<file path="config.mk">
export PLATFORM = sky130hd
export DESIGN_NAME = op_result_log
export DESIGN_NICKNAME = d
export VERILOG_FILES = /design/src/rtl/op_result_log.sv
export SDC_FILE = /design/constraint.sdc
export NUM_CORES = 1
export LEC_CHECK = 0
export CAP_MARGIN = 40
export CORE_MARGIN = 2
export CORE_UTILIZATION = 40
export CTS_BUF_LIST = sky130_fd_sc_hd__clkbuf_4 sky130_fd_sc_hd__clkbuf_8
export CTS_CLUSTER_DIAMETER = 150
export DETAILED_ROUTE_END_ITERATION = 12
export HOLD_SLACK_MARGIN = 0.08
export PLACE_DENSITY_LB_ADDON = 0.3
export SLEW_MARGIN = 30
export SYNTH_ARGS = -nofsm -noshare
export SYNTH_HDL_FRONTEND = slang
export SYNTH_SLANG_ARGS = --single-unit
export TNS_END_PERCENT = 10
</file>
<file path="constraint.sdc">
create_clock -name clk -period 3.5 [get_ports clk]
set_clock_uncertainty 0.05 [all_clocks]
set_input_delay 0.525 -clock clk [delete_from_list [all_inputs] [get_ports clk]]
set_output_delay 0.525 -clock clk [all_outputs]
set_load 0.01 [all_outputs]
</file>
<file path="src/rtl/op_result_log.sv">
// op_result_log: circular history of captured ALU results, with a backward
// viewer for display and a saturating count of captures that had v=1.
module op_result_log #(
  parameter int unsigned DEPTH = 8
) (
  input  logic                       clk,
  input  logic                       reset,
  input  logic                       capture,
  input  logic [2:0]                 aluop,
  input  logic [5:0]                 a,
  input  logic [5:0]                 b,
  input  logic [5:0]                 result,
  input  logic                       z,
  input  logic                       v,
  input  logic                       n,
  input  logic                       step,
  input  logic                       clear,
  output logic [2:0]                 view_op,
  output logic [5:0]                 view_a,
  output logic [5:0]                 view_b,
  output logic [5:0]                 view_result,
  output logic [2:0]                 view_flags,
  output logic                       view_valid,
  output logic [$clog2(DEPTH)-1:0]   view_index,
  output logic [$clog2(DEPTH):0]     count,
  output logic                       overflow,
  output logic [7:0]                 v_count
);

  localparam int unsigned AW = $clog2(DEPTH);
  localparam int unsigned CW = AW + 1;
  localparam logic [CW-1:0] FULL = CW'(DEPTH);
  localparam logic [7:0] VMAX = 8'hFF;

  // One history entry, 24 bits.
  typedef struct packed {
    logic [2:0] op;
    logic [5:0] a;
    logic [5:0] b;
    logic [5:0] res;
    logic       z;
    logic       v;
    logic       n;
  } entry_t;

  entry_t          mem [DEPTH];
  entry_t          wr_entry;
  entry_t          rd_entry;
  logic [AW-1:0]   wr_ptr;
  logic [AW-1:0]   rd_addr;

  // Assemble the entry being captured this cycle.
  always_comb begin
    wr_entry     = '0;
    wr_entry.op  = aluop;
    wr_entry.a   = a;
    wr_entry.b   = b;
    wr_entry.res = result;
    wr_entry.z   = z;
    wr_entry.v   = v;
    wr_entry.n   = n;
  end

  // History storage; contents are don't-care until counted as valid.
  always_ff @(posedge clk) begin
    if (capture && !clear) begin
      mem[wr_ptr] <= wr_entry;
    end
  end

  // Pointer, occupancy, viewer and statistics; clear > capture > step.
  always_ff @(posedge clk or posedge reset) begin
    if (reset) begin
      wr_ptr     <= '0;
      count      <= '0;
      view_index <= '0;
      overflow   <= 1'b0;
      v_count    <= '0;
    end else if (clear) begin
      wr_ptr     <= '0;
      count      <= '0;
      view_index <= '0;
      overflow   <= 1'b0;
      v_count    <= '0;
    end else if (capture) begin
      wr_ptr     <= AW'(wr_ptr + AW'(1));
      view_index <= '0;
      if (count == FULL) begin
        overflow <= 1'b1;
      end else begin
        count <= CW'(count + CW'(1));
      end
      if (v && (v_count != VMAX)) begin
        v_count <= 8'(v_count + 8'd1);
      end
    end else if (step && (count != '0)) begin
      if ({1'b0, view_index} == CW'(count - CW'(1))) begin
        view_index <= '0;
      end else begin
        view_index <= AW'(view_index + AW'(1));
      end
    end
  end

  // Newest entry sits just behind the write pointer; older ones further back.
  always_comb begin
    rd_addr  = AW'(wr_ptr - AW'(1) - view_index);
    rd_entry = mem[rd_addr];
  end

  // Viewer outputs, blanked while the log is empty.
  always_comb begin
    view_valid  = (count != '0);
    view_op     = '0;
    view_a      = '0;
    view_b      = '0;
    view_result = '0;
    view_flags  = '0;
    if (view_valid) begin
      view_op     = rd_entry.op;
      view_a      = rd_entry.a;
      view_b      = rd_entry.b;
      view_result = rd_entry.res;
      view_flags  = {rd_entry.z, rd_entry.v, rd_entry.n};
    end
  end

endmodule

</file>
# After elaboration in Yosys (flattened, before gate mapping)
# Memory sizes are Yosys's and may differ from the RTL's.
# Index checks and enable logic that the tools add are counted.
word_totals:
  register_bits: 19
  mem_bits_rw: 192
  input_bits: 29
  output_inout_bits: 41
  word_cells: 51
  mem_count: 1
mem_list:
  columns: ["name", "depth", "width", "rd", "rd_clocked_by_memory_dff", "wr", "line", "text"]
  rows:
  - ["mem", 8, 24, 1, 0, 1, "46", "entry_t mem [DEPTH];"]
classes:
  n_addsub: 7
  n_eq_ne: 4
  mux: 22
  reduce_logical: 12
ops:
  columns: ["cell", "count"]
  rows:
  - ["2-to-1 mux 3 bit", 8]
  - ["2-to-1 mux 8 bit", 3]
  - ["2-to-1 mux 6 bit", 3]
  - ["2-to-1 mux 4 bit", 3]
  - ["adder 8 x 1 -> 8 bit, second input constant", 1]
  - ["!= test 8 bit, second input constant", 1]
  - ["adder 3 x 1 -> 3 bit, second input constant", 2]
  - ["AND reduction 2 bit", 3]
  - ["nonzero test 2 bit", 3]
  - ["2-to-1 mux 1 bit", 5]
  - ["adder 4 x 1 -> 4 bit, second input constant", 1]
  - ["equality test 3 x 4 -> 1 bit", 1]
  - ["equality test 4 bit, second input constant", 1]
  - ["nonzero test 4 bit", 1]
  - ["subtractor 4 x 1 -> 4 bit, second input constant", 1]
  - ["logical AND 1 bit", 3]
  - ["nonzero test 3 bit", 1]
  - ["subtractor 3 x 1 -> 3 bit, second input constant", 1]
  - ["subtractor 3 bit", 1]
  - ["!= test 2 bit, second input constant", 1]
  - ["zero test 1 bit", 1]

# Logic depth before layout (Yosys ltp)
# Gate-level depths: netlist of the first run.
logic_depth:
  word_depth: 6
  depth_mapped: 8
  mapped_depth_nobuf: 7

# Worst setup path after synthesis of the first run
# Ideal clock, no wire load.
synth_timing:
  path_type: "in2reg"
  from: "input port clear"
  to: "memory mem[0][0] (netlist name) (enable)"
  setup_ps: 435
  arrival_ps: 2708
  required_ps: 3015
  path_slack_ps: 307
  stages: 2
  n_path_buf: 0
  cell_sequence: "or3b_2 > nor3_1"
synth_between:
  elab_chain_cells: 4
synth_rtl:
  columns: ["item", "line", "text"]
  rows:
  - ["from (decl)", "17", "input logic clear,"]
  - ["zero test 1 bit", "66", "if (capture && !clear) begin"]
  - ["logical AND 1 bit", "66", null]
  - ["2-to-1 mux 1 bit", "66", null]
  - ["2-to-1 mux 1 bit (implied by the code)", "67", "mem[wr_ptr] <= wr_entry;"]
  - ["to (decl)", "46", null]
# Every way passes these cells.

# Worst setup path after layout of the first run
layout_timing:
  from: "register wr_ptr[0]"
  to: "output port view_b[1]"
layout_between:
  elab_chain_cells: 4
layout_rtl:
  columns: ["item", "line", "text"]
  rows:
  - ["from (decl)", "49", "logic [AW-1:0] wr_ptr;"]
  - ["from (signal assigned)", "86", "wr_ptr <= AW'(wr_ptr + AW'(1));"]
  - ["subtractor 3 x 1 -> 3 bit", "107", "rd_addr = AW'(wr_ptr - AW'(1) - view_index);"]
  - ["subtractor 3 bit", "107", null]
  - ["memory read (8 x 24 bit)", null, null]
  - ["2-to-1 mux 6 bit", "119", "if (view_valid) begin"]
  - ["to (decl)", "20", "output logic [5:0] view_b,"]
# Every way passes these cells.

==> results of run 1 <==
-- metrics by stage --
| step | util | total power [uW] |
|---|---|---|
| finish | 0.511 | 5680 |
| global route | 0.511 | 5910 |
| CTS | 0.510 | 5750 |
| detailed placement | 0.475 | 3640 |
| global placement | 0.475 | 3640 |
| floorplan | - | 3300 |
-- repair_timing --
| action | in CTS | in global routing |
|---|---|---|
| setup endpoints to repair | 24 | 10 |
| pin swaps | 1 | 1 |
| gates cloned | 1 | 0 |
| gates resized for setup | 30 | 0 |
| setup buffers | 2 | 0 |
-- flip-flops by register name, summed over array words and instances (netlist names) --
name and flops:
wr_ptr 3, count 4, overflow 1, v_count 8
mem 192, view_index 3
-- logic make-up after synthesis --
group	after synthesis	synth area share
compound gates	36	0.0254
fa+ha+maj	7	0.0113
xor+xnor	16	0.0167
mux	51	0.133
flops	211	0.744
buf+inv	27	0.0139
simple gates	106	0.0558
-- worst register-to-register path, cell delays in order (launching register included) --
cell and delay (ps):
sky130_fd_sc_hd__dfrtp_1 470, sky130_fd_sc_hd__inv_1 130, sky130_fd_sc_hd__ha_1 270, sky130_fd_sc_hd__xnor2_1 170, sky130_fd_sc_hd__or3b_1 390, sky130_fd_sc_hd__a311oi_2 270, sky130_fd_sc_hd__nor4_1 110, sky130_fd_sc_hd__mux2_4 260
-- metal layers --
metal	global-route usage	up-vias
met1	0.220	2351
met2	0.280	114
li1	-	2034
met3	0.0367	28
met5	0	-
met4	0.0519	2
-- Yosys cell counts, drive strengths merged (2+ instances only) --
master	n	area (um^2)
edfxtp	192	5770
nand2	57	214
mux4	48	1080
a21oi	27	135
nor2	21	78.8
dfrtp	19	475
buf	11	56.3
xnor2	11	96.3
clkbuf	9	33.8
inv	7	26.3
ha	6	75.1
nand3	6	30.0
nor3	6	30.0
xor2	5	43.8
nand4	3	18.8
mux2i	2	20.0
nand2b	2	12.5
nand3b	2	15.0
nor2b	2	12.5
o211ai	2	20.0
o21ai	2	10.0
or3	2	12.5
or3b	2	17.5
-- power groups by stage --
stage / clock [uW] / sequential [uW] / combinational (uW)
floorplan: 0 / 2860 / 436
global placement: 0 / 2860 / 780
detailed placement: 0 / 2860 / 781
CTS: 2150 / 2810 / 792
global route: 2260 / 2810 / 844
finish: 2090 / 2810 / 777
-- area by class of cell --
type / instances / area, um^2 / area share
Clock buffer: 52 / 641 / 0.0614
Multi-Input combinational cell: 216 / 2100 / 0.201
Timing Repair Buffer: 106 / 1050 / 0.101
Inverter: 7 / 26.3 / 0.00252
Sequential cell: 211 / 6240 / 0.598
Clock inverter: 8 / 38.8 / 0.00372
Tap cell: 270 / 338 / 0.0324
-- worst paths after layout --
check | from | end | slack [ps] | cells past startpoint
hold / removal | reset | wr_ptr[0]$_DFFE_PP0P_ | 250 | 2
hold reg to reg | overflow$_DFFE_PP0P_ | overflow$_DFFE_PP0P_ | 480 | 2
setup / recovery | wr_ptr[0]$_DFFE_PP0P_ | view_b[1] | 120 | 8
min in group clk | overflow$_DFFE_PP0P_ | overflow$_DFFE_PP0P_ | 480 | 2
setup reg to reg | count[0]$_DFFE_PP0P_ | view_index[0]$_DFFE_PP0P_ | 1270 | 7
max in group asynchronous | reset | v_count[5]$_DFFE_PP0P_ | 2720 | 3
==> results.md, run 1 <==
* **min cycle time layout** 3380 ps
* **CTS buffer count** 36
* **area of all placed cells without fillers** 10400 um^2
* **initial antenna violation count** 1
* **core region area** 20400 um^2
* **most common library cell in the layout ignoring fill and taps** sky130_fd_sc_hd__edfxtp_1
* **switching share of power** 0.234
* **sequential area share after synthesis** 0.744
* **combinational share of power** 0.137
* **Post-Synthesis Mean Instance Area** 18.5 um^2
* **final HPWL from detailed placement** 10.9 mm
* **number of search-and-repair iterations in the first detailed-routing pass** 4
* **count of warnings emitted by yosys** 0
* **die height** 149 um
* **uppermost layer routed** met5
* **H-tree level count** 2
* **worst skew pair latency** 510 ps
* **detailed-routed wire length on met2** 8.93 mm
* **GRT Residual Overflow** 0
* **wirelength, routed** 17.9 mm
* **overall fraction of global-route tracks in use** 0.167
* **number of nets in the layout** 614
* **kind of path behind the tightest hold check** in -> async
* **Setup WS pre-CTS** 218 ps
* **Worst path slowest cell** sky130_fd_sc_hd__fa_2
* **final-report hold violation count** 0
* **violation count after the first detailed-route iteration** 372
* **static leakage** 0.00366 uW
* **worst slew pin tran** 588 ps
* **Fill cells** 1695
* **setup-violating endpoint count in the final report** 0
* **clock tree buffer depth** 3
* **Post-Syn Area** 8390 um^2
* **worst setup path class** reg -> out
* **power density over the cells** 544 nW/um^2
* **Fin Setup TNS** 0 ps
* **detailed-route wire length per cell** 20.5 um
* **number of standard cells after synthesis** 454
* **CP Cell Sequence** ha_4, fa_2, buf_12, buf_16, mux4_2, nand2_1, a21oi_1, dlygate4sd2_1
* **category of cells accounting for the largest share of critical-path delay** adder cells
* **Worst setup EP type** output pin
* **number of placed I/O pins** 70
* **worst IR drop on VDD** 0.000329 V
* **clock tree from TritonCTS** done
* **total count of max-transition violations in the final report** 0
* **starting utilization of the core area** 0.411
* **setup repair after global routing missed its margin** false
* **signed area change from the synthesized netlist to the final layout** 24.4%
* **share of the clock period used by the worst path after layout** 0.965
* **share of total power in the clock network** 0.368
* **largest net degree at the start of global routing** 21
* **async set-reset flop share out of synthesis** 0.0900
* **top_reg_cell synth** sky130_fd_sc_hd__edfxtp_1
* **part of the total power dissipated in sequential elements** 0.495
* **Finished Layout Cells** 870
* **number of global-route vias before repair** 4877
* **number of enable flip-flop cells after synthesis** 192
* **clock tree sinks** 211
* **Inserted Diodes** 0
* **synthesized flop and latch total** 211
* **DR WL met3** 961 um
* **via density per instance** 5.21
* **Int Pwr** 4350 uW
* **post-detailed-route count of antenna-violating nets** 0
* **area enclosed by the die boundary** 22100 um^2
* **via total after detailed routing** 4529
* **global placement routability congestion** 0.785
* **crit path buf inv count** 3
* **max_cap viols** 0
* **number of input and output port buffers inserted** 69
* **achievable frequency** 0.296 GHz
* **sw power** 1330 uW
* **crit-path max cell delay** 630 ps
* **status** completed
* **Post-Synthesis Net Count** 490
* **count of unique library cells instantiated by Yosys** 37
* **clock-pin slew reported for the worst setup and hold paths after clock tree synthesis** 60 ps
* **cell count after placement** 806
* **CTS Root Buffer Type** sky130_fd_sc_hd__clkbuf_8
* **fraction of layout cells with a size suffix above 1** 0.270
* **worst-path maximum fanout** 15
* **number of remaining DRC errors** 0
* **startpoint type of the worst setup path** flip-flop
* **global-route wire length before repair** 27.7 mm
* **CP Data Arrival Time** 2800 ps
* **Cell Rows** 52
* **leading cell types in the layout, fill and taps excluded** 192 x sky130_fd_sc_hd__edfxtp_1, 57 x sky130_fd_sc_hd__nand2_1, 48 x sky130_fd_sc_hd__mux4_2
* **required time of the worst setup path** 2920 ps
* **x dimension of the die** 149 um
* **placed cell areas** 9700 um^2
* **Hold Worst Slack** 248 ps
* **CTS Hold Bufs** 0
* **wire length the detailed router placed on met1** 7.65 mm
* **min setup slack post-route** 122 ps
* **Max-slew headroom** 0.608
Note: power is estimated with default switching activity, not from simulation.
==> run 2, diff against run 1 <==
==> constraint.sdc (replaced) <==
create_clock -name clk -period 3.6 [get_ports clk]
set_clock_uncertainty 0.05 [all_clocks]
set_input_delay 0.54 -clock clk [delete_from_list [all_inputs] [get_ports clk]]
set_output_delay 0.54 -clock clk [all_outputs]
set_load 0.01 [all_outputs]
==> results.md, run 2 (synthesis results as in run 1) <==
* **status** complete, but fails checks
* **violated checks** setup timing
* **Hold Worst Slack** 259 ps, +11.0 ps
* **switching share of power** 0.239, +0.00473
* **number of global-route vias before repair** 4874, -0.062%
* **worst setup path class** reg -> out
* **static leakage** 0.00366 uW, +0.18%
* **fraction of layout cells with a size suffix above 1** 0.257, -0.0133
* **via total after detailed routing** 4500, -0.64%
* **share of total power in the clock network** 0.367, about the same
* **share of the clock period used by the worst path after layout** 1.00
* **register cell area after layout** 6240 um^2, about the same
* **starting utilization of the core area** 0.411, unchanged
* **overall fraction of global-route tracks in use** 0.168, +0.000816
* **clock tree buffer depth** 3, unchanged
* **total count of max-transition violations in the final report** 0, unchanged
* **post-detailed-route count of antenna-violating nets** 0, unchanged
* **Setup WS pre-CTS** 357 ps, +139 ps
* **Fin Setup TNS** -2.74 ps, -2.74 ps
* **Inserted Diodes** 0, unchanged
* **sw power** 1310 uW, -1.3%
* **worst slew pin tran** 539 ps, -48.9 ps
* **global placement routability congestion** 0.772, -1.6%
* **internal reg-to-reg setup slack** 1370 ps, +100 ps
* **power density over the cells** 528 nW/um^2, -3.0%
* **setup repair after global routing missed its margin** true
* **Largest regs** mem (192), v_count (8), count (4)
* **Finished Layout Cells** 866, -0.46%
* **area enclosed by the die boundary** 22100 um^2, unchanged
* **signed area change from the synthesized netlist to the final layout** 24.0%
* **min cycle time layout** 3600 ps
* **detailed-route wire length per cell** 20.5 um, about the same
* **worst skew pair latency** 510 ps, about the same
* **area of all placed cells without fillers** 10400 um^2, -0.28%
* **largest net degree at the start of global routing** 31, +48%
* **die height** 149 um, unchanged
* **Cell Rows** 52, unchanged
* **final HPWL from detailed placement** 10.4 mm, -4.4%
* **footprint of the multi-input gates** 2100 um^2, +0.36%
* **Fill cells** 1680, -0.88%
* **part of the total power dissipated in sequential elements** 0.498, +0.003
* **CP Data Arrival Time** 3010 ps, +210 ps
* **clock-pin slew reported for the worst setup and hold paths after clock tree synthesis** 60 ps, about the same
* **achievable frequency** 0.278 GHz
* **final-report hold violation count** 0, unchanged
* **clock tree sinks** 211, unchanged
* **leading cell types in the layout, fill and taps excluded** 192 x sky130_fd_sc_hd__edfxtp_1, 57 x sky130_fd_sc_hd__nand2_1, 52 x sky130_fd_sc_hd__clkdlybuf4s50_1
* **max_cap viols** 0, unchanged
* **CTS Root Buffer Type** sky130_fd_sc_hd__clkbuf_8
* **global-route wire length before repair** 27.7 mm, +0.25%
* **Int Pwr** 4180 uW, -3.9%
* **setup-violating endpoint count in the final report** 1, +1
* **worst IR drop on VDD** 0.000273 V, -17%
* **x dimension of the die** 149 um, unchanged
* **number of placed I/O pins** 70, unchanged
* **H-tree level count** 2, unchanged
* **number of nets in the layout** 606, -1.3%
* **max reg flops** 192, unchanged
* **core region area** 20400 um^2, unchanged
* **CTS buffer count** 35, -2.8%
* **worst-path maximum fanout** 12, -3
* **most common library cell in the layout ignoring fill and taps** sky130_fd_sc_hd__edfxtp_1
* **kind of path behind the tightest hold check** in -> async
* **min setup slack post-route** -2.74 ps, -125 ps
* **placed cell areas** 9650 um^2, -0.46%
* **number of search-and-repair iterations in the first detailed-routing pass** 4, unchanged
* **initial antenna violation count** 1, unchanged
* **clock tree from TritonCTS** done
* **startpoint type of the worst setup path** flip-flop
* **GRT Residual Overflow** 0, unchanged
* **number of input and output port buffers inserted** 69, unchanged
* **violation count after the first detailed-route iteration** 223, -40%
* **required time of the worst setup path** 3010 ps, +90 ps
* **CTS Hold Bufs** 0, unchanged
* **Worst setup EP type** output pin
* **combinational share of power** 0.135, -0.002
* **wirelength, routed** 17.8 mm, -0.52%
* **cell count after placement** 800, -0.74%
* **number of remaining DRC errors** 0, unchanged
* **Biggest register** mem
* **via density per instance** 5.20, -0.18%
* **Max-slew headroom** 0.640, +0.0326
-- run 2: changes by cell type in the layout (fill, tap and decap cells not counted), sizes merged --
cell	before	now
dlygate4sd2	24	9
clkinv	7	15
dlymetal6s2s	0	8
buf	37	30
clkbuf	52	45
clkdlybuf4s50	45	52
bufinv	0	1
clkinvlp	0	1
-- run 2: power groups by stage --
stage / Combinational (uW) / Sequential, uW / Clock [uW]
after floorplan: 424 / 2780 / 0
after detailed placement: 743 / 2780 / 0
after CTS: 757 / 2730 / 2080
final: 742 / 2730 / 2020
after global placement: 734 / 2780 / 0
after global routing: 807 / 2740 / 2190
-- run 2: worst paths after layout --
| check | from | depth (start not counted) | endpoint |
|---|---|---|---|
| max in group asynchronous | reset | 3 | wr_ptr[0]$_DFFE_PP0P_ |
| worst max register to register | count[0]$_DFFE_PP0P_ | 7 | view_index[0]$_DFFE_PP0P_ |
| worst min-delay path | reset | 2 | count[2]$_DFFE_PP0P_ |
| min in group clk | overflow$_DFFE_PP0P_ | 2 | overflow$_DFFE_PP0P_ |
| worst max-delay path | wr_ptr[0]$_DFFE_PP0P_ | 7 | view_a[2] |
| worst min register to register | overflow$_DFFE_PP0P_ | 2 | overflow$_DFFE_PP0P_ |
-- run 2: cell type report --
cell class,count,area share
Multi-Input combinational cell,216,0.202
Timing Repair Buffer,99,0.0983
Clock buffer,45,0.0541
Clock inverter,18,0.0102
Inverter,7,0.00253
Sequential cell,211,0.600
Tap cell,270,0.0325
-- run 2: metrics by stage --
stage	util	total power [uW]
finish	0.509	5490
global route	0.509	5740
CTS	0.507	5570
detailed placement	0.473	3530
global placement	0.473	3510
floorplan	-	3200
-- run 2: metal layers --
metal	share of wire	vias to the layer above	wire length (um)	global-route usage
met4	0.014	2	245	0.0495
met1	0.44	2337	7870	0.229
met5	0.00090	-	16	0
met2	0.49	123	8650	0.272
met3	0.055	24	982	0.0410
li1	-	2014	-	-
-- run 2: what timing repair did --
action	in CTS	in global routing
resized for setup	10	15
endpoints found under the hold margin	0	0
buffers inserted	0	1
gates cloned	1	0
pin swaps	0	0
endpoints found under the setup margin	24	16
-- run 2: critical path: stages, from the launching register on --
cell	delay, ps
sky130_fd_sc_hd__dfrtp_2	450
sky130_fd_sc_hd__ha_4	180
sky130_fd_sc_hd__fa_2	660
sky130_fd_sc_hd__buf_8	200
sky130_fd_sc_hd__mux4_2	190
sky130_fd_sc_hd__nand2_1	60
sky130_fd_sc_hd__a21oi_2	190
sky130_fd_sc_hd__clkdlybuf4s50_1	560
==> run 3, diff against run 2 <==
--- a/config.mk
+++ b/config.mk
@@ -11,8 +11,9 @@
 export CTS_BUF_LIST = sky130_fd_sc_hd__clkbuf_4 sky130_fd_sc_hd__clkbuf_8
 export CTS_CLUSTER_DIAMETER = 150
 export DETAILED_ROUTE_END_ITERATION = 12
-export HOLD_SLACK_MARGIN = 0.08
+export HOLD_SLACK_MARGIN = 0.03
 export PLACE_DENSITY_LB_ADDON = 0.3
+export SETUP_SLACK_MARGIN = 0.05
 export SLEW_MARGIN = 30
 export SYNTH_ARGS = -nofsm -noshare
 export SYNTH_HDL_FRONTEND = slang
==> results.md, run 3 (synthesis results as in run 1) <==
* **status** completed
* **worst skew pair latency** 510 ps, about the same
* **area enclosed by the die boundary** 22100 um^2, unchanged
* **internal reg-to-reg setup slack** 1370 ps, about the same
* **die height** 149 um, unchanged
* **worst slew pin tran** 539 ps, +0.343 ps
* **number of placed I/O pins** 70, unchanged
* **setup-violating endpoint count in the final report** 0, -1
* **setup repair after global routing missed its margin** false
* **clock tree sinks** 211, unchanged
* **critical path launch point** wr_ptr[0]$_DFFE_PP0P_
* **number of global-route vias before repair** 4888, +0.29%
* **x dimension of the die** 149 um, unchanged
* **clock tree from TritonCTS** done
* **area of all placed cells without fillers** 10500 um^2, +0.46%
* **worst setup path class** reg -> out
* **share of the clock period used by the worst path after layout** 0.959, -0.0415
* **global placement routability congestion** 0.772, unchanged
* **max_cap viols** 0, unchanged
* **number of remaining DRC errors** 0, unchanged
* **Total Power** 5520 uW, +0.46%
* **CP Data Arrival Time** 2860 ps, -150 ps
* **kind of path behind the tightest hold check** in -> async
* **wirelength, routed** 17.8 mm, about the same
* **GRT Residual Overflow** 0, unchanged
* **power density over the cells** 528 nW/um^2, about the same
* **via density per instance** 5.18, -0.37%
* **starting utilization of the core area** 0.411, unchanged
* **register cell area after layout** 6240 um^2, unchanged
* **CTS Root Buffer Type** sky130_fd_sc_hd__clkbuf_8
* **most common library cell in the layout ignoring fill and taps** sky130_fd_sc_hd__edfxtp_1
* **placed cell areas** 9650 um^2, unchanged
* **worst IR drop on VDD** 0.000273 V, +0.20%
* **startpoint type of the worst setup path** flip-flop
* **H-tree level count** 2, unchanged
* **Max-slew headroom** 0.640, about the same
* **clock tree buffer depth** 3, unchanged
* **total count of max-transition violations in the final report** 0, unchanged
* **clock-pin slew reported for the worst setup and hold paths after clock tree synthesis** 60 ps, about the same
* **Fin Setup TNS** 0 ps, +2.74 ps
* **achievable frequency** 0.290 GHz, +4.3%
* **largest net degree at the start of global routing** 31, unchanged
* **Inserted Diodes** 0, unchanged
* **fraction of layout cells with a size suffix above 1** 0.267, +0.00996
* **required time of the worst setup path** 3010 ps, about the same
* **via total after detailed routing** 4504, +0.089%
* **Reg2Reg Launch Point** count[0]$_DFFE_PP0P_
* **static leakage** 0.00363 uW, -0.92%
* **footprint of the multi-input gates** 2110 um^2, +0.30%
* **number of search-and-repair iterations in the first detailed-routing pass** 4, unchanged
* **Fill cells** 1679, -0.060%
* **number of nets in the layout** 610, +0.66%
* **final standard cell utilization of the core** 0.512, +0.00233
* **signed area change from the synthesized netlist to the final layout** 24.6%
* **post-detailed-route count of antenna-violating nets** 0, unchanged
* **leading cell types in the layout, fill and taps excluded** 192 x sky130_fd_sc_hd__edfxtp_1, 56 x sky130_fd_sc_hd__nand2_1, 48 x sky130_fd_sc_hd__mux4_2
* **Largest regs** mem (192), v_count (8), count (4)
* **global-route wire length before repair** 27.8 mm, +0.22%
* **min cycle time layout** 3450 ps, -149 ps
* **final-report hold violation count** 0, unchanged
* **final HPWL from detailed placement** 10.4 mm, unchanged
* **initial antenna violation count** 1, unchanged
* **Worst setup EP type** output pin
* **overall fraction of global-route tracks in use** 0.168, +0.000402
* **CTS buffer count** 35, unchanged
* **number of input and output port buffers inserted** 69, unchanged
* **max reg flops** 192, unchanged
* **Cell Rows** 52, unchanged
* **core region area** 20400 um^2, unchanged
* **detailed-route wire length per cell** 20.4 um, -0.39%
* **violation count after the first detailed-route iteration** 254, +14%
* **worst-path maximum fanout** 15, +3
* **Biggest register** mem
## run 3: changes by cell type in the layout (fill, tap and decap cells not counted)
cell                              before  now
sky130_fd_sc_hd__clkdlybuf4s15_1       0    7
sky130_fd_sc_hd__clkdlybuf4s50_1      52   45
sky130_fd_sc_hd__buf_12                5    8
sky130_fd_sc_hd__dlygate4sd2_1         9   14
sky130_fd_sc_hd__a21oi_2               3    4
sky130_fd_sc_hd__clkbuf_2              0    1
sky130_fd_sc_hd__nand2_1              57   56
sky130_fd_sc_hd__a21oi_1              24   23
sky130_fd_sc_hd__dlymetal6s2s_1        8    2
sky130_fd_sc_hd__buf_4                22   23
sky130_fd_sc_hd__nand2_2               0    1
## run 3: worst paths after layout
kind	end	depth (start not counted)
setup / recovery	view_b[4]	9
hold reg to reg	overflow$_DFFE_PP0P_	2
setup reg to reg	view_index[0]$_DFFE_PP0P_	7
max in group asynchronous	wr_ptr[0]$_DFFE_PP0P_	3
hold / removal	count[2]$_DFFE_PP0P_	2
min in group clk	overflow$_DFFE_PP0P_	2
## run 3: layout make-up
| type | instances | area share |
|---|---|---|
| Sequential cell | 211 | 0.597 |
| Multi-Input combinational cell | 216 | 0.202 |
| Timing Repair Buffer | 103 | 0.102 |
| Clock buffer | 45 | 0.0539 |
| Tap cell | 270 | 0.0323 |
| Clock inverter | 18 | 0.0102 |
| Inverter | 7 | 0.00251 |
## run 3: per-layer routing
layer	GRT usage	up-vias	part of all wire
met3	0.0410	24	0.059
met1	0.229	2323	0.44
met5	0	-	0.00090
met2	0.273	135	0.48
met4	0.0495	2	0.013
li1	-	2020	-
## run 3: metrics by stage
step	worst slack (ps)	hold WS [ps]	cells
6_report	147	258	870
4_1_cts	-61.3	432	866
2_1_floorplan	392	441	454
3_3_place_gp	387	448	800
3_5_place_dp	357	459	800
5_1_grt	50.6	267	870
## run 3: timing repair
item | in CTS | in global routing
pin swaps | 1 | 1
buffers inserted | 2 | 3
resized for setup | 29 | 14
endpoints found under the setup margin | 24 | 6
cloned | 1 | 0
hold buffers | 0 | 0
## run 3: where the power goes
part	total, uW	leakage [uW]	internal (uW)	switching, uW
sequential	2730	0.00199	2710	18.8
clock	2020	0.000350	1100	917
combinational	767	0.00129	382	385
total	5520	0.00363	4200	1320
## run 3: critical path: stages (launching register included)
cell and delay, ps:
sky130_fd_sc_hd__dfrtp_2 460, sky130_fd_sc_hd__ha_4 180, sky130_fd_sc_hd__fa_2 580, sky130_fd_sc_hd__buf_12 120, sky130_fd_sc_hd__buf_12 100, sky130_fd_sc_hd__buf_12 150
sky130_fd_sc_hd__mux4_2 310, sky130_fd_sc_hd__nand2_1 80, sky130_fd_sc_hd__a21oi_1 80, sky130_fd_sc_hd__dlygate4sd2_1 290
==> variant 1 (settings of run 1) <==
Make the reset (`reset`) synchronous in one clocked block.
--- a/src/rtl/op_result_log.sv
+++ b/src/rtl/op_result_log.sv
@@ -70,5 +70,5 @@
 
   // Pointer, occupancy, viewer and statistics; clear > capture > step.
-  always_ff @(posedge clk or posedge reset) begin
+  always_ff @(posedge clk) begin
     if (reset) begin
       wr_ptr     <= '0;
Behaviour: differs if reset is asserted again (counterexample within 4 cycles, from zero or initial values and one cycle with reset high); with reset held inactive, the same outputs for 4 cycles.
==> variant 1 against run 1 <==
Routed wire length decreased by 0.10%; die area increased by 0.11%; global-route usage decreased by 0.67 points; setup slack got worse by 0.062 ns; worst hold slack improved by 0.21 ns; area after synthesis increased by 0.12%; sequential share of layout area decreased by 0.79 points; critical path depth unchanged; sequential cell count unchanged; final area decreased by 0.19%; largest cell class unchanged.
Power is not compared: it rests on default switching activity, and its combinational part moved more than twofold at a synthesized area within 25%.
==> variant 1: results (changes against run 1) <==
status:
  run_status: "completed"  # unchanged
placed_design:
  dp_slack_ns: 0.248  # was 0.218 ns
  place_congestion: 0.821  # was 0.785
clock_tree:
  cts_buffers: 34  # was 36
synth:
  synth_adder_area_share_pct: 1.28  # was 1.13%
  async_flop_share_pct: 0  # was 9.00%
  synth-xor-area-share_pct: 1.52  # was 1.67%
  synth_common_cells: "192 x edfxtp_1, 59 x nand2_1, 48 x mux4_2"  # was 192 x edfxtp_1, 57 x nand2_1, 48 x mux4_2
  synth-seq-area-share_pct: 73.2  # was 74.4%
  synth_cell_types: 42  # was 37
  synth_mux_area_share_pct: 13.1  # was 13.3%
  synth_compound_area_share_pct: 3.23  # was 2.54%
worst_setup_path:
  r2r-start: "wr_ptr[0]$_SDFFE_PP0P_"  # was count[0]$_DFFE_PP0P_
  r2r_cells: 4  # was 7
  critical-path-max-stage-delay_ns: 0.68  # was 0.63 ns
  crit_fanout: 24  # was 15
  rrSetupSlack_ns: 1.33  # was 1.27 ns
  critPathArrivalTime_ns: 2.86  # was 2.80 ns
hold_path:
  worst_hold_path_type: "register to register"  # was primary input to asynchronous set/reset pin
global_route:
  gr-usage-all-layers_pct: 16.0  # was 16.7%
  grt_start_max_net_pins: 25  # was 21
  grt_pass1_vias: 4794  # was 4877
  grt_pass1_wl_mm: 26.8  # was 27.7 mm
sta:
  holdWs_ns: 0.459  # was 0.248 ns
drt:
  avgViaCountPerCell: 5.22  # was 5.21
layout:
  fillers: 1732  # was 1695
  drive_gt1_share_pct: 24.9  # was 27.0%
variant 1: cell count changes after synthesis, moves of 4 or more:
cell	delta
dfrtp_1	-19
dfxtp_1	+19
nor3_1	-4
o21ai_0	+5
xnor2_1	-7
variant 1: what timing repair did:
| action | in CTS | in global routing |
|---|---|---|
| resized for setup | 12 | 27 |
| gates cloned | 1 | 2 |
| buffers inserted | 0 | 0 |
| endpoints found under the setup margin | 24 | 21 |
variant 1: layer usage:
layer	vias to the layer above	GRT usage, %	wire (microns)
li1	2083	-	-
met1	2327	20.9	7660
met2	136	27.0	8750
met3	33	3.52	1050
met4	2	5.05	366
met5	-	0	13
variant 1: area by class of cell:
type / instances / area, sq um / area share (%)
sequential: 211 / 6150 / 59.0
multi-input combinational: 229 / 2210 / 21.3
timing repair buffer: 98 / 1080 / 10.4
clock buffer: 41 / 520 / 5.00
tap: 275 / 344 / 3.30
clock inverter: 15 / 72.6 / 0.697
inverter: 8 / 30.0 / 0.288
variant 1: logic make-up (layout without fill, tap and decap cells):
family	count (synthesis)	count (layout)
flops	211	211
xor+xnor	12	12
simple gates	112	112
compound gates	47	47
buf+inv	27	162
mux	50	50
fa+ha+maj	8	8
variant 1: how the worst max path moves through the flow:
stage,endpoint,depth (start not counted),from
3_5_place_dp,view_a[0],8,view_index[0]$_SDFFE_PP0P_
6_report,view_b[3],8,view_index[0]$_SDFFE_PP0P_
3_3_place_gp,view_a[0],8,view_index[0]$_SDFFE_PP0P_
2_1_floorplan,mem[0][0]$_DFFE_PP_,3,capture
5_1_grt,view_flags[1],8,view_index[0]$_SDFFE_PP0P_
4_1_cts,view_a[4],8,view_index[0]$_SDFFE_PP0P_
variant 1: worst min-delay path: stages (launching register included):
cell and delay, ns:
dfxtp_1 0.34, a21oi_1 0.05, nor2_1 0.08
variant 1: per-stage QoR:
step / TNS [ns] / util [%] / instances
2_1_floorplan: -7.39 / - / 467
3_3_place_gp: 0 / 46.5 / 818
3_5_place_dp: 0 / 46.5 / 818
4_1_cts: -3.09 / 49.5 / 875
5_1_grt: -0.00628 / 50.0 / 877
6_report: 0 / 50.0 / 877
variant 1: power groups by stage:
stage	clock network (mW)	logic, mW	registers (mW)
6_report	1.88	0.346	2.78
5_1_grt	2.02	0.374	2.78
4_1_cts	1.93	0.342	2.78
3_5_place_dp	0	0.336	2.83
3_3_place_gp	0	0.330	2.83
2_1_floorplan	0	0.174	2.83
==> variant 2 (settings of run 1) <==
Without the edit above. Set the parameter `DEPTH` to 16 (it was 8).
--- a/src/rtl/op_result_log.sv
+++ b/src/rtl/op_result_log.sv
@@ -2,5 +2,5 @@
 // viewer for display and a saturating count of captures that had v=1.
 module op_result_log #(
-  parameter int unsigned DEPTH = 8
+  parameter int unsigned DEPTH = 16
 ) (
   input  logic                       clk,
Interface: changed (resized count and view_index); port bits go from 70 to 72. No check against the original RTL was run, so the function may have changed too.
==> variant 2 against run 1 <==
The flow now finishes with violations (negative setup slack); power grew 97%; area after synthesis grew 92%; count of clock-buffer cells in the layout grew 34; routed wire length grew 97%; final area grew 89%; worst hold slack lost 0.10 ns; sequential cell count grew 195; clock power grew 100%; via count grew 78%; setup slack lost 0.41 ns; sequential share of layout area grew 1.3 points; critical path type unchanged; critical endpoint unchanged; largest cell class unchanged.
==> variant 2: results (changes against run 1) <==
layout:
  reg_top3: "mem: 384 flops, v_count: 8 flops, count: 5 flops"  # was mem: 192 flops, v_count: 8 flops, count: 4 flops
  nets: 980  # was 614
  fillers: 3191  # was 1695
  drive_gt1_share_pct: 32.7  # was 27.0%
synth:
  syn_area_per_cell_sq_um: 21.1  # was 18.5 sq um
  synth_mux_area_share_pct: 16.9  # was 13.3%
  synth_adder_area_share_pct: 0.981  # was 1.13%
  async_flop_share_pct: 5.42  # was 9.00%
  synth-seq-area-share_pct: 75.2  # was 74.4%
  synth_compound_area_share_pct: 1.87  # was 2.54%
  syn_nets: 804  # was 490
  synth_seq_cells: 406  # was 211
  netlist_top_cells_area: "edfxtp_1 72%, mux4_2 13%, dfrtp_1 3.4%"  # was edfxtp_1 69%, mux4_2 13%, dfrtp_1 5.7%
  synth_common_cells: "384 x edfxtp_1, 96 x mux4_2, 51 x mux2i_1"  # was 192 x edfxtp_1, 57 x nand2_1, 48 x mux4_2
  synth-xor-area-share_pct: 0.981  # was 1.67%
  synth_cell_types: 47  # was 37
worst_setup_path:
  crit_fanout: 6  # was 15
  critPathSlowestCell: "fa_4"  # was fa_2
  reg2reg_to: "mem[7][1]$_DFFE_PP_"  # was view_index[0]$_DFFE_PP0P_
  r2r_cells: 5  # was 7
  critical-path-max-stage-delay_ns: 0.88  # was 0.63 ns
  rrSetupSlack_ns: 1.37  # was 1.27 ns
  critPathArrivalTime_ns: 3.21  # was 2.80 ns
sta:
  worst-slew-pin-transition_ns: 0.577  # was 0.588 ns
  finalSetupViolations: 24  # was 0
  fin_ws_ns: -0.289  # was 0.122 ns
  holdWs_ns: 0.147  # was 0.248 ns
placed_design:
  dp_slack_ns: -0.0134  # was 0.218 ns
  hpwl_mm: 18.6  # was 10.9 mm
  place_area_sq_um: 18000  # was 9700 sq um
  place_congestion: 0.728  # was 0.785
  portBuffers: 71  # was 69
  dpl.cell_count: 1372  # was 806
drt:
  wl_met2_mm: 17.2  # was 8.93 mm
  drtIter0Drc: 567  # was 372
  routed-wl-met3_mm: 2.16  # was 961 microns
  avgViaCountPerCell: 5.34  # was 5.21
  wl_per_cell_microns: 23.4  # was 20.5 microns
  routed_wl_mm: 35.3  # was 17.9 mm
status:
  run_status: "finished with violations"  # was completed
  violations: "negative setup slack"
global_route:
  grt_pass1_vias: 8541  # was 4877
  globalRouteMet3Util_pct: 4.30  # was 3.67%
  grtUsageMet2_pct: 28.0  # about the same
  antenna_found_initial: 2  # was 1
  grt_pass1_wl_mm: 52.7  # was 27.7 mm
  use_met1_pct: 23.1  # was 22.0%
  grt_start_max_net_pins: 43  # was 21
clock_tree:
  insertion_delay_ns: 0.60  # was 0.51 ns
  cts_buffers: 68  # was 36
power_and_ir_drop:
  p_leak_nw: 6.76  # was 3.66 nW
variant 2: power by group:
part / leakage, nW / total [mW] / switching (mW) / internal, mW
clock network: 0.696 / 4.18 / 1.79 / 2.39
registers: 3.76 / 5.37 / 0.0153 / 5.36
logic: 2.30 / 1.64 / 0.755 / 0.886
total: 6.76 / 11.2 / 2.57 / 8.63
variant 2: timing repair:
action                                  4_1_cts  5_1_grt
endpoints found under the hold margin         0        0
buffers inserted                             13        1
gates resized for setup                     110        2
hold buffers                                  0        0
gates cloned                                 10        0
endpoints found under the setup margin       24       24
pin swaps                                    13        6
variant 2: final cells by class:
class                           instances  area (sq um)  area share [%]
Sequential cell                       406         12100            61.1
Multi-Input combinational cell        306          3920            19.8
Timing Repair Buffer                  146          1720            8.71
Clock buffer                           86          1080            5.48
Tap cell                              525           657            3.32
Clock inverter                         29           254            1.29
Inverter                               11          41.3           0.209
